$ cat config.mk
export PLATFORM = sky130hd
export DESIGN_NAME = project_mux_ctrl
export DESIGN_NICKNAME = d
export VERILOG_FILES = /design/src/rtl/project_mux_ctrl.sv
export SDC_FILE = /design/constraint.sdc
export NUM_CORES = 1
export LEC_CHECK = 0
export ABC_AREA = 1
export CAP_MARGIN = 25
export CORE_AREA = 2 2 326 328
export CTS_CLUSTER_DIAMETER = 80
export DETAILED_ROUTE_END_ITERATION = 8
export DIE_AREA = 0 0 328 330
export GPL_ROUTABILITY_DRIVEN = 0
export PLACE_DENSITY = 0.41
export SLEW_MARGIN = 0
export SYNTH_ARGS = -nofsm -noshare
export SYNTH_HDL_FRONTEND = slang
export SYNTH_SLANG_ARGS = --single-unit
$ cat constraint.sdc
create_clock -name wb_clk_i -period 3.89 [get_ports wb_clk_i]
set_clock_uncertainty 0.2 [all_clocks]
set_input_delay 0.778 -clock wb_clk_i [delete_from_list [all_inputs] [get_ports wb_clk_i]]
set_output_delay 0.778 -clock wb_clk_i [all_outputs]
set_load 0.01 [all_outputs]
$ cat src/rtl/project_mux_ctrl.sv
// -----------------------------------------------------------------------------
// project_mux_ctrl
//   Wishbone-controlled I/O multiplexer that hands the user-area pads to one of
//   NUM_PROJ project macros. A project change is sequenced so that the pads
//   never see a half-switched state: isolate (optional), then hold the new
//   project in reset, then run. Unselected projects are always held in reset.
//
//   Optional feature macro: MUX_GUARD_EN
//     defined   -> an ISOLATE phase of GUARD_CYCLES precedes the RESET phase
//     undefined -> an accepted switch goes straight from RUN to RESET
//
// Ports
//   wb_clk_i, wb_rst_i        clock, asynchronous active-high reset
//   wbs_*                     Wishbone slave (256-byte window at BASE_ADDR)
//   io_in / io_out / io_oeb   pad side (io_oeb active-low)
//   proj_io_in / proj_io_out  per-project pad buses, project i at [i*IO_W +: IO_W]
//   proj_reset                per-project active-high reset (registered)
//
// Register map (byte offsets)
//   0x00 ACTIVE  rw [7:0]   0x04 OEB_LO rw   0x08 OEB_HI rw   0x0C STATUS ro
// -----------------------------------------------------------------------------
module project_mux_ctrl #(
  parameter int          NUM_PROJ     = 8,
  parameter int          IO_W         = 38,
  parameter logic [31:0] BASE_ADDR    = 32'h3000_0000,
  parameter int          GUARD_CYCLES = 16,
  parameter int          RST_CYCLES   = 4
) (
  input  logic                     wb_clk_i,
  input  logic                     wb_rst_i,
  input  logic                     wbs_stb_i,
  input  logic                     wbs_cyc_i,
  input  logic                     wbs_we_i,
  input  logic [3:0]               wbs_sel_i,
  input  logic [31:0]              wbs_adr_i,
  input  logic [31:0]              wbs_dat_i,
  output logic                     wbs_ack_o,
  output logic [31:0]              wbs_dat_o,
  input  logic [IO_W-1:0]          io_in,
  output logic [IO_W-1:0]          io_out,
  output logic [IO_W-1:0]          io_oeb,
  output logic [NUM_PROJ*IO_W-1:0] proj_io_in,
  input  logic [NUM_PROJ*IO_W-1:0] proj_io_out,
  output logic [NUM_PROJ-1:0]      proj_reset
);

  typedef enum logic [1:0] {
    ST_RUN     = 2'd0,
    ST_ISOLATE = 2'd1,
    ST_RESET   = 2'd2
  } state_t;

  localparam int CNT_MAX = (GUARD_CYCLES > RST_CYCLES) ? GUARD_CYCLES : RST_CYCLES;
  localparam int CNT_W   = $clog2(CNT_MAX + 1);
  localparam logic [CNT_W-1:0] RST_LOAD = CNT_W'(RST_CYCLES);
  localparam logic [CNT_W-1:0] CNT_ONE  = CNT_W'(1);
`ifdef MUX_GUARD_EN
  localparam logic [CNT_W-1:0] GUARD_LOAD = CNT_W'(GUARD_CYCLES);
`endif

  localparam logic [7:0] OFF_ACTIVE = 8'h00;
  localparam logic [7:0] OFF_OEB_LO = 8'h04;
  localparam logic [7:0] OFF_OEB_HI = 8'h08;
  localparam logic [7:0] OFF_STATUS = 8'h0C;

  state_t              state_r, state_nx_s;
  logic [CNT_W-1:0]    cnt_r, cnt_nx_s;
  logic [7:0]          active_r, active_nx_s;
  logic [IO_W-1:0]     oeb_r;
  logic                sel_err_r, busy_err_r;
  logic                ack_r;
  logic [31:0]         dat_r;
  logic [NUM_PROJ-1:0] proj_reset_r, proj_reset_nx_s;

  logic        in_win_s, req_s, wr_s, rd_s;
  logic        act_wr_s, oeb_wr_s, status_rd_s;
  logic        sel_set_s, busy_set_s;
  logic [7:0]  off_s;
  logic [31:0] rdata_s;

  // Bus request decode; the ~ack term gives one ack per request and at most
  // one ack every second cycle for a master that keeps cyc/stb high.
  always_comb begin
    off_s       = wbs_adr_i[7:0];
    in_win_s    = (wbs_adr_i[31:8] == BASE_ADDR[31:8]);
    req_s       = wbs_cyc_i & wbs_stb_i & ~ack_r & in_win_s;
    wr_s        = req_s & wbs_we_i;
    rd_s        = req_s & ~wbs_we_i;
    act_wr_s    = wr_s & (off_s == OFF_ACTIVE) & wbs_sel_i[0];
    oeb_wr_s    = wr_s & (wbs_sel_i == 4'hF);
    status_rd_s = rd_s & (off_s == OFF_STATUS);
  end

  // Read data mux; unmapped in-window offsets read as zero.
  always_comb begin
    case (off_s)
      OFF_ACTIVE: rdata_s = {24'd0, active_r};
      OFF_OEB_LO: rdata_s = oeb_r[31:0];
      OFF_OEB_HI: rdata_s = 32'(oeb_r[IO_W-1:32]);
      OFF_STATUS: rdata_s = {14'd0, busy_err_r, sel_err_r, 6'd0, state_r, active_r};
      default:    rdata_s = 32'd0;
    endcase
  end

  // Switch sequencer next-state: each phase reloads the counter on entry and
  // leaves when the counter has counted down to one.
  always_comb begin
    state_nx_s  = state_r;
    cnt_nx_s    = cnt_r;
    active_nx_s = active_r;
    sel_set_s   = 1'b0;
    busy_set_s  = 1'b0;
    case (state_r)
      ST_RUN: begin
        if (act_wr_s) begin
          if (int'(wbs_dat_i[7:0]) < NUM_PROJ) begin
            active_nx_s = wbs_dat_i[7:0];
`ifdef MUX_GUARD_EN
            state_nx_s  = ST_ISOLATE;
            cnt_nx_s    = GUARD_LOAD;
`else
            state_nx_s  = ST_RESET;
            cnt_nx_s    = RST_LOAD;
`endif
          end else begin
            sel_set_s = 1'b1;
          end
        end else begin
          state_nx_s = ST_RUN;
        end
      end
      ST_ISOLATE: begin
        busy_set_s = act_wr_s;
        if (cnt_r <= CNT_ONE) begin
          state_nx_s = ST_RESET;
          cnt_nx_s   = RST_LOAD;
        end else begin
          cnt_nx_s = cnt_r - CNT_ONE;
        end
      end
      ST_RESET: begin
        busy_set_s = act_wr_s;
        if (cnt_r <= CNT_ONE) begin
          state_nx_s = ST_RUN;
          cnt_nx_s   = '0;
        end else begin
          cnt_nx_s = cnt_r - CNT_ONE;
        end
      end
      default: begin
        state_nx_s = ST_RUN;
        cnt_nx_s   = '0;
      end
    endcase
  end

  // Resets are derived from the next state so proj_reset[active] falls on the
  // same edge that the sequencer enters RUN.
  always_comb begin
    proj_reset_nx_s = '1;
    for (int i = 0; i < NUM_PROJ; i++) begin
      if ((state_nx_s == ST_RUN) && (active_nx_s == 8'(i))) begin
        proj_reset_nx_s[i] = 1'b0;
      end else begin
        proj_reset_nx_s[i] = 1'b1;
      end
    end
  end

  // Sequencer state, configuration registers, sticky flags and bus outputs.
  always_ff @(posedge wb_clk_i or posedge wb_rst_i) begin
    if (wb_rst_i) begin
      state_r      <= ST_RUN;
      cnt_r        <= '0;
      active_r     <= 8'd0;
      oeb_r        <= '1;
      sel_err_r    <= 1'b0;
      busy_err_r   <= 1'b0;
      ack_r        <= 1'b0;
      dat_r        <= 32'd0;
      proj_reset_r <= '1;
    end else begin
      state_r      <= state_nx_s;
      cnt_r        <= cnt_nx_s;
      active_r     <= active_nx_s;
      proj_reset_r <= proj_reset_nx_s;
      ack_r        <= req_s;
      if (rd_s) begin
        dat_r <= rdata_s;
      end else begin
        dat_r <= 32'd0;
      end
      // Set has priority over the clear caused by a STATUS read.
      sel_err_r  <= sel_set_s  | (sel_err_r  & ~status_rd_s);
      busy_err_r <= busy_set_s | (busy_err_r & ~status_rd_s);
      if (oeb_wr_s && (off_s == OFF_OEB_LO)) begin
        oeb_r[31:0] <= wbs_dat_i;
      end else if (oeb_wr_s && (off_s == OFF_OEB_HI)) begin
        oeb_r[IO_W-1:32] <= wbs_dat_i[IO_W-33:0];
      end else begin
        oeb_r <= oeb_r;
      end
    end
  end

  // Pad routing: only RUN drives the pads; RESET already feeds the new project.
  always_comb begin
    io_out     = '0;
    proj_io_in = '0;
    if (state_r == ST_RUN) begin
      io_oeb = oeb_r;
    end else begin
      io_oeb = '1;
    end
    for (int i = 0; i < NUM_PROJ; i++) begin
      if (active_r == 8'(i)) begin
        if (state_r == ST_RUN) begin
          io_out = proj_io_out[i*IO_W +: IO_W];
        end else begin
          io_out = '0;
        end
        if ((state_r == ST_RUN) || (state_r == ST_RESET)) begin
          proj_io_in[i*IO_W +: IO_W] = io_in;
        end else begin
          proj_io_in[i*IO_W +: IO_W] = '0;
        end
      end else begin
        proj_io_in[i*IO_W +: IO_W] = '0;
      end
    end
  end

  assign wbs_ack_o  = ack_r;
  assign wbs_dat_o  = dat_r;
  assign proj_reset = proj_reset_r;

endmodule

==> summary.md, run 1 <==
| Metric | Value |
|---|---|
| Drt via density | `around 3.4` |
| Vias in the first global route | `about 12k` |
| Most common cell in the netlist | `nor2_1` |
| # Max-Cap Violations | `0` |
| CORE AREA | `roughly 100000 um^2` |
| Top cells by count, synth | `nor2_1 (358), nand2_1 (321), nand4_1 (77)` |
| DRC errors left | `0` |
| Synth Flop Type | `dfrtp_1` |
| Final Total Pwr | `between 2 and 2.5 mW` |
| DR WL/cell | `20.56 um` |
| Critical Path RT | `around 2.9 ns` |
| Hold Violations, Final | `0` |
| Register area share after synthesis | `0.3063` |
| RSZ-0062 raised after global routing | `true` |
| Fmax achieved | `265.9 MHz` |
| IO Port Bufs | `roughly 840` |
| IO Count | `836` |
| Die span in x | `around 330 um` |
| Largest net degree at the start of global routing | `50` |
| Post-DP Area | `about 18000 um^2` |
| CP Cell Sequence | `inv_2 > nand4_4 > nor2_4 > buf_12 > nand3_4 > buf_8 > o21a_1 > a22oi_1 > nand4_1 > clkdlybuf4s50_1` |
| VDD IR-drop max | `0.0001674 V` |
| Post-synth top area cell | `nor2_1` |
| Syn avg cell area | `6.270 um^2` |
| Crit end category | `output port` |
| Worst-margin pin slew | `about 0.77 ns` |
| Async S/R FF share, synth | `1.000` |
| CP Class | `register to output port` |
| DP Cell Count | `3468` |
| Syn_nets | `~1.7k` |
| Crit path buf inv count | `4` |
| CTS sink cnt | `96` |
| Crit-path max FO | `34` |
| Clk Latency, worst-skew pair | `0.36 ns` |
| Synth area leaders | `nor2_1 (17%), dfrtp_1 (16%), dfstp_2 (15%)` |
| Relative slew margins | `0.4877` |
| Fin. max-slew vios | `0` |
| Initial core utilization | `0.07673` |
| Antenna-violating nets left | `0` |
| Die area | `approximately 110000 um^2` |
| Crit-path leading delay family | `buffers and inverters` |
| Area share of the largest cell type after synthesis | `0.1673` |
| GR Overflow Total | `0` |
| Warnings from Yosys | `0` |
| CTS tree | `yes` |
| Share of cells above drive strength 1 | `0.1006` |
| FP Rows | `about 120` |
| CP Data Arrival Time | `roughly 2.8 ns` |
| First-pass GRT wire length | `~94000 um` |
| Synth-to-Final Area Change | `134.8%` |
| Post-route design area | `approximately 19000 um^2` |
| Global Route Usage Sum | `0.1226` |
| Clock Root Buffer | `clkbuf_16` |
| Initial DRC Count | `571` |
| Clk buf depth | `2` |
| Worst Setup Start Kind | `register` |
| H-tree depth | `3` |
| Final cell count without fillers | `roughly 3.5k` |
| DR vias | `12.05k` |
| Count of final setup violators | `0` |
| Gate Count Post-Synth | `around 1.3k` |
| Clk slew on worst S/H paths | `approximately 0.07 ns` |
| Max incr delay on CP | `roughly 0.55 ns` |
| Power density over the cells | `between 100 and 150 nW/um^2` |
| Cell area after synthesis | `8031 um^2` |
| Status | `finished clean` |
| Worst min path class | `register to register` |
| Final period util | `0.9669` |
| Die Y | `roughly 330 um` |
| Leakage | `roughly 7.6 nW` |
| Minimum clock period | `around 3.8 ns` |
| Pre-antenna DRT Iters | `5` |
| Routed WL | `between 70000 and 80000 um` |
| Critical-path top delay cell | `clkdlybuf4s50_1` |
| Filler Cells Inserted | `between 10k and 15k` |
| Nets@finish | `~2.5k` |
| DP HPWL | `between 50000 and 60000 um` |
| Seq cells post-synth | `96` |
| Post-synth EDFFs | `0` |
| CTS buffer count | `9` |
| Initial antenna violation count | `27` |
| Number of library cell types mapped by synthesis | `39` |
[area by class of cell]
cell class	instances	area (um^2)	share of cell area
inverter	73	286.5	0.01520
sequential	96	2460	0.1305
clock buffer	11	242.7	0.01287
timing repair buffer	895	9059	0.4804
antenna	4	10.01	0.0005309
multi-input combinational	1018	5019	0.2662
tap	1391	1740	0.09230
clock inverter	5	38.79	0.002057
[placed cells by master (no fill, tap or decap), drive strengths merged, types with 20 or more instances in the layout]
cell type,count
o21ai,21
a22oi,39
nand3,62
nand4,79
mux2,26
dfstp,46
dlymetal6s2s,20
inv,75
dfrtp,50
nor2,365
clkdlybuf4s50,808
nand2,322
buf,60
o21a,38
[metrics by stage]
| stage | setup WS [ns] | hold WS [ns] | utilization | setup TNS (ns) |
|---|---|---|---|---|
| 6_report | 0.1287 | 0.2957 | 0.1801 | 0 |
| 2_1_floorplan | 0.4828 | 0.2538 | - | 0 |
| 3_5_place_dp | 0.06733 | 0.2833 | 0.1754 | 0 |
| 3_3_place_gp | 0.05190 | 0.2847 | 0.1754 | 0 |
| 4_1_cts | 0.004461 | 0.2934 | 0.1794 | 0 |
| 5_1_grt | -0.03050 | 0.3027 | 0.1801 | -0.2500 |
[flip-flops by register name (all words and copies together) (netlist names)]
register,count
sel_err_r,1
state_r,2
busy_err_r,1
wbs_dat_o,32
active_r,8
proj_reset,8
wbs_ack_o,1
oeb_r,38
cnt_r,5
[timing repair]
| action | 4_1_cts | 5_1_grt |
|---|---|---|
| setup endpoints to repair | 173 | 46 |
| hold buffers | 0 | 0 |
| buffers inserted | 4 | 0 |
| pin swaps | 4 | 4 |
| cloned | 1 | 0 |
| resized for setup | 20 | 29 |
[path summary, 6_finish.rpt]
check / startpoint / end / slack [ns] / cells past startpoint
min: oeb_r[31] / wbs_dat_o[31] / 0.30 / 2
max: active_r[4] / io_out[24] / 0.13 / 10
min reg2reg: oeb_r[31] / wbs_dat_o[31] / 0.30 / 2
max reg2reg: state_r[0] / proj_reset[3] / 1.54 / 8
min in group asynchronous: wb_rst_i / wbs_ack_o / 0.67 / 2
max in group asynchronous: wb_rst_i / oeb_r[9] / 2.05 / 3
[tightest hold or removal path: stages, from the launching register on]
cell	delay [ns]
dfstp_2	0.37
inv_1	0.06
nor2_1	0.04
[cell families after synthesis]
family	share of synthesized area
AO/OA/AOI/OAI	0.1011
multiplexers	0.04019
XOR/XNOR	0.003272
flip-flops	0.3063
adder cells (fa/ha/maj)	0.009347
buffers and inverters	0.08568
AND/OR/NAND/NOR	0.4541
[where the power goes]
part	internal, mW	switching, mW
logic	0.378	0.182
registers	1.00	0.000000000291
clock network	0.457	0.419
total	1.83	0.601
[layer usage]
metal	routed length (um)	vias to the layer above	GRT usage
met5	75	-	0
met4	1317	12	0.02982
met3	4080	81	0.02678
met2	37530	548	0.2248
met1	28810	5615	0.1439
li1	-	5789	-
Power figures use the tool's default switching activity.
==> inputs of run 2 (changes only) <==
==> constraint.sdc (replaced) <==
create_clock -name wb_clk_i -period 4.2 [get_ports wb_clk_i]
set_clock_uncertainty 0.2 [all_clocks]
set_input_delay 0.84 -clock wb_clk_i [delete_from_list [all_inputs] [get_ports wb_clk_i]]
set_output_delay 0.84 -clock wb_clk_i [all_outputs]
set_load 0.01 [all_outputs]
==> run 2 against run 1 <==
  * Design area down 1.1%
  * Utilization shrank 0.20 points
  * Clock-buffer cell count is 1 lower
  * Global-route usage down 0.17 points
==> summary.md, run 2 (synthesis gave the netlist of run 1 again) <==
| Metric | Value |
|---|---|
| Status | `finished clean (unchanged)` |
| Area of the multi-input gates | `4977 um^2 (was 5019 um^2)` |
| Antenna-violating nets left | `0 (unchanged)` |
| Util after Layout | `0.1781 (was 0.1801)` |
| Max incr delay on CP | `0.56 ns (was 0.55 ns)` |
| Drt via density | `3.445 (was 3.448)` |
| Worst Setup SP | `state_r[1] (was active_r[4])` |
| Vias in the first global route | `11.72k (was 11.75k)` |
| Nets@finish | `2494 (was 2514)` |
| DP Worst Slack | `0.4112 ns (was 0.06733 ns)` |
| CP Data Arrival Time | `3.00 ns (was 2.78 ns)` |
| # Max-Cap Violations | `0 (unchanged)` |
| Die Y | `330 um (unchanged)` |
| Fin. max-slew vios | `0 (unchanged)` |
| Routed WL | `70860 um (was 71810 um)` |
| RR Startpoint | `state_r[1] (was state_r[0])` |
| Biggest register | `oeb_r (unchanged)` |
| Hold Buf Count CTS | `0 (unchanged)` |
| Critical-path top delay cell | `clkdlybuf4s50_1 (unchanged)` |
| Final hold slack | `0.2934 ns (was 0.2957 ns)` |
| FF/Latch Area | `2460 um^2 (unchanged)` |
| Leakage | `7.159 nW (was 7.639 nW)` |
| Post-DP Area | `18270 um^2 (was 18360 um^2)` |
| FP Rows | `119 (unchanged)` |
| Relative slew margins | `0.4594 (was 0.4877)` |
| CTS sink cnt | `96 (unchanged)` |
| IO Port Bufs | `835 (unchanged)` |
| Die span in x | `328 um (unchanged)` |
| CTS tree | `yes (unchanged)` |
| Clk Latency, worst-skew pair | `0.36 ns (about the same)` |
| CP Capture Point | `proj_io_in[123] (was io_out[24])` |
| Most frequent cells in the layout | `clkdlybuf4s50_1 (833), nor2_1 (353), nand2_1 (315), nand4_1 (77), inv_1 (62) (was clkdlybuf4s50_1 (808), nor2_1 (352), nand2_1 (310), nand4_1 (77), inv_1 (62))` |
| DR vias | `11.97k (was 12.05k)` |
| Largest net degree at the start of global routing | `41 (was 50)` |
| Crit-path max FO | `8 (was 34)` |
| Hold Violations, Final | `0 (unchanged)` |
| RSZ-0062 raised after global routing | `false (was true)` |
| Filler Cells Inserted | `11.88k (was 11.84k)` |
| Initial core utilization | `0.07673 (unchanged)` |
| H-tree depth | `3 (unchanged)` |
| TNS Setup | `0 ns (unchanged)` |
| Count of final setup violators | `0 (unchanged)` |
| First-pass GRT wire length | `93090 um (was 94050 um)` |
| IO Count | `836 (unchanged)` |
| R2r endpoint | `proj_reset[2] (was proj_reset[3])` |
| CORE AREA | `104700 um^2 (unchanged)` |
| Worst min path class | `register to register (unchanged)` |
| Final period util | `0.9613` |
| Pre-antenna DRT Iters | `5 (unchanged)` |
| Reg2Reg Depth | `8 (unchanged)` |
| Global Route Usage Sum | `0.1210 (was 0.1226)` |
| DP HPWL | `58100 um (was 58290 um)` |
| GR Overflow Total | `0 (unchanged)` |
| Reg2Reg Setup Slack | `1.66 ns (was 1.54 ns)` |
| Power density over the cells | `125.7 nW/um^2 (was 129.2 nW/um^2)` |
| Most common cell after layout, fill and taps aside | `clkdlybuf4s50_1 (unchanged)` |
| Crit path buf inv count | `3 (was 4)` |
| VDD IR-drop max | `0.0001411 V (was 0.0001674 V)` |
| Clk slew on worst S/H paths | `0.08 ns (was 0.07 ns)` |
| Die area | `108200 um^2 (unchanged)` |
| Clock Root Buffer | `clkbuf_16 (unchanged)` |
| DR WL/cell | `20.40 um (was 20.56 um)` |
| CTS buffer count | `9 (unchanged)` |
| CP Cell Sequence | `inv_1 > ha_2 > or2_2 > buf_4 > nand2_1 > nor2_1 > clkdlybuf4s50_1 (was inv_2 > nand4_4 > nor2_4 > buf_12 > nand3_4 > buf_8 > o21a_1 > a22oi_1 > nand4_1 > clkdlybuf4s50_1)` |
| CP Class | `register to output port (unchanged)` |
| Critical Path RT | `3.16 ns (was 2.91 ns)` |
| Worst Setup Start Kind | `register (unchanged)` |
| Post-route design area | `18640 um^2 (was 18860 um^2)` |
| Crit end category | `output port (unchanged)` |
| Initial DRC Count | `649 (was 571)` |
| Max FFs per register | `38 (unchanged)` |
| Synth-to-Final Area Change | `132.1% (was 134.8%)` |
| Crit-path leading delay family | `buffers and inverters (unchanged)` |
| Initial antenna violation count | `19 (was 27)` |
| Worst-margin pin slew | `0.8109 ns (was 0.7685 ns)` |
| DRC errors left | `0 (unchanged)` |
| Fmax achieved | `between 200 and 250 MHz` |
| Fin worst setup slack | `0.1625 ns (was 0.1287 ns)` |
| Share of cells above drive strength 1 | `0.08807 (was 0.1006)` |
| WP depth | `7 (was 10)` |
| Clk buf depth | `2 (unchanged)` |
| Minimum clock period | `just over 4 ns` |
## run 2: cell types whose count changed in the layout (fill, tap and decap cells not counted), sizes merged
cell,previous run,this run
clkdlybuf4s50,808,833
dlymetal6s2s,20,1
clkbuf,11,10
inv,75,76
bufbuf,1,0
clkinv,2,1
dlygate4sd2,6,0
bufinv,0,1
buf,60,41
## run 2: layer usage
metal / wire [um] / vias to the layer above / global-route usage
met1: 28780 / 5595 / 0.1470
met4: 1365 / 8 / 0.02333
met3: 4054 / 76 / 0.02306
met2: 36600 / 543 / 0.2207
met5: 57 / - / 0
li1: - / 5743 / -
## run 2: how the worst min path moves through the flow
stage	startpoint	end	slack, ns	depth (start not counted)
after global placement	oeb_r[12]	wbs_dat_o[12]	0.29	2
after CTS	oeb_r[15]	wbs_dat_o[15]	0.30	2
after global routing	oeb_r[22]	wbs_dat_o[22]	0.31	2
after floorplan	sel_err_r	sel_err_r	0.25	2
after detailed placement	sel_err_r	sel_err_r	0.28	2
final	oeb_r[15]	wbs_dat_o[15]	0.29	2
## run 2: stage by stage
stage / power (mW) / std cells
5_1_grt: 2.457 / 3470
6_report: 2.342 / 3473
4_1_cts: 2.397 / 3467
3_5_place_dp: 1.465 / 3451
3_3_place_gp: 1.467 / 3451
2_1_floorplan: 1.002 / 1281
## run 2: cell type report
cell class / count / share of cell area
timing repair buffer: 875 / 0.4752
multi-input combinational: 1018 / 0.2670
sequential: 96 / 0.1320
tap: 1391 / 0.09336
inverter: 73 / 0.01503
clock buffer: 10 / 0.01228
clock inverter: 6 / 0.004631
antenna: 4 / 0.0005369
## run 2: worst register-to-register path: cells and delay by family, from the launching register on
kind | cells | cell delay, ns
fa+ha+maj | 1 | 0.30
buf+inv | 2 | 0.58
simple gates | 5 | 0.96
flops | 1 | 0.40
## run 2: repair_timing
item                       4_1_cts  5_1_grt
setup endpoints to repair        0       83
gates resized for setup          0        3
buffers inserted                 0        2
## run 2: power breakdown
part	internal, mW	switching, mW	leakage [nW]	total (mW)
logic	0.347	0.172	5.86	0.520
clock network	0.481	0.416	0.154	0.897
registers	0.926	0.000000000203	1.15	0.926
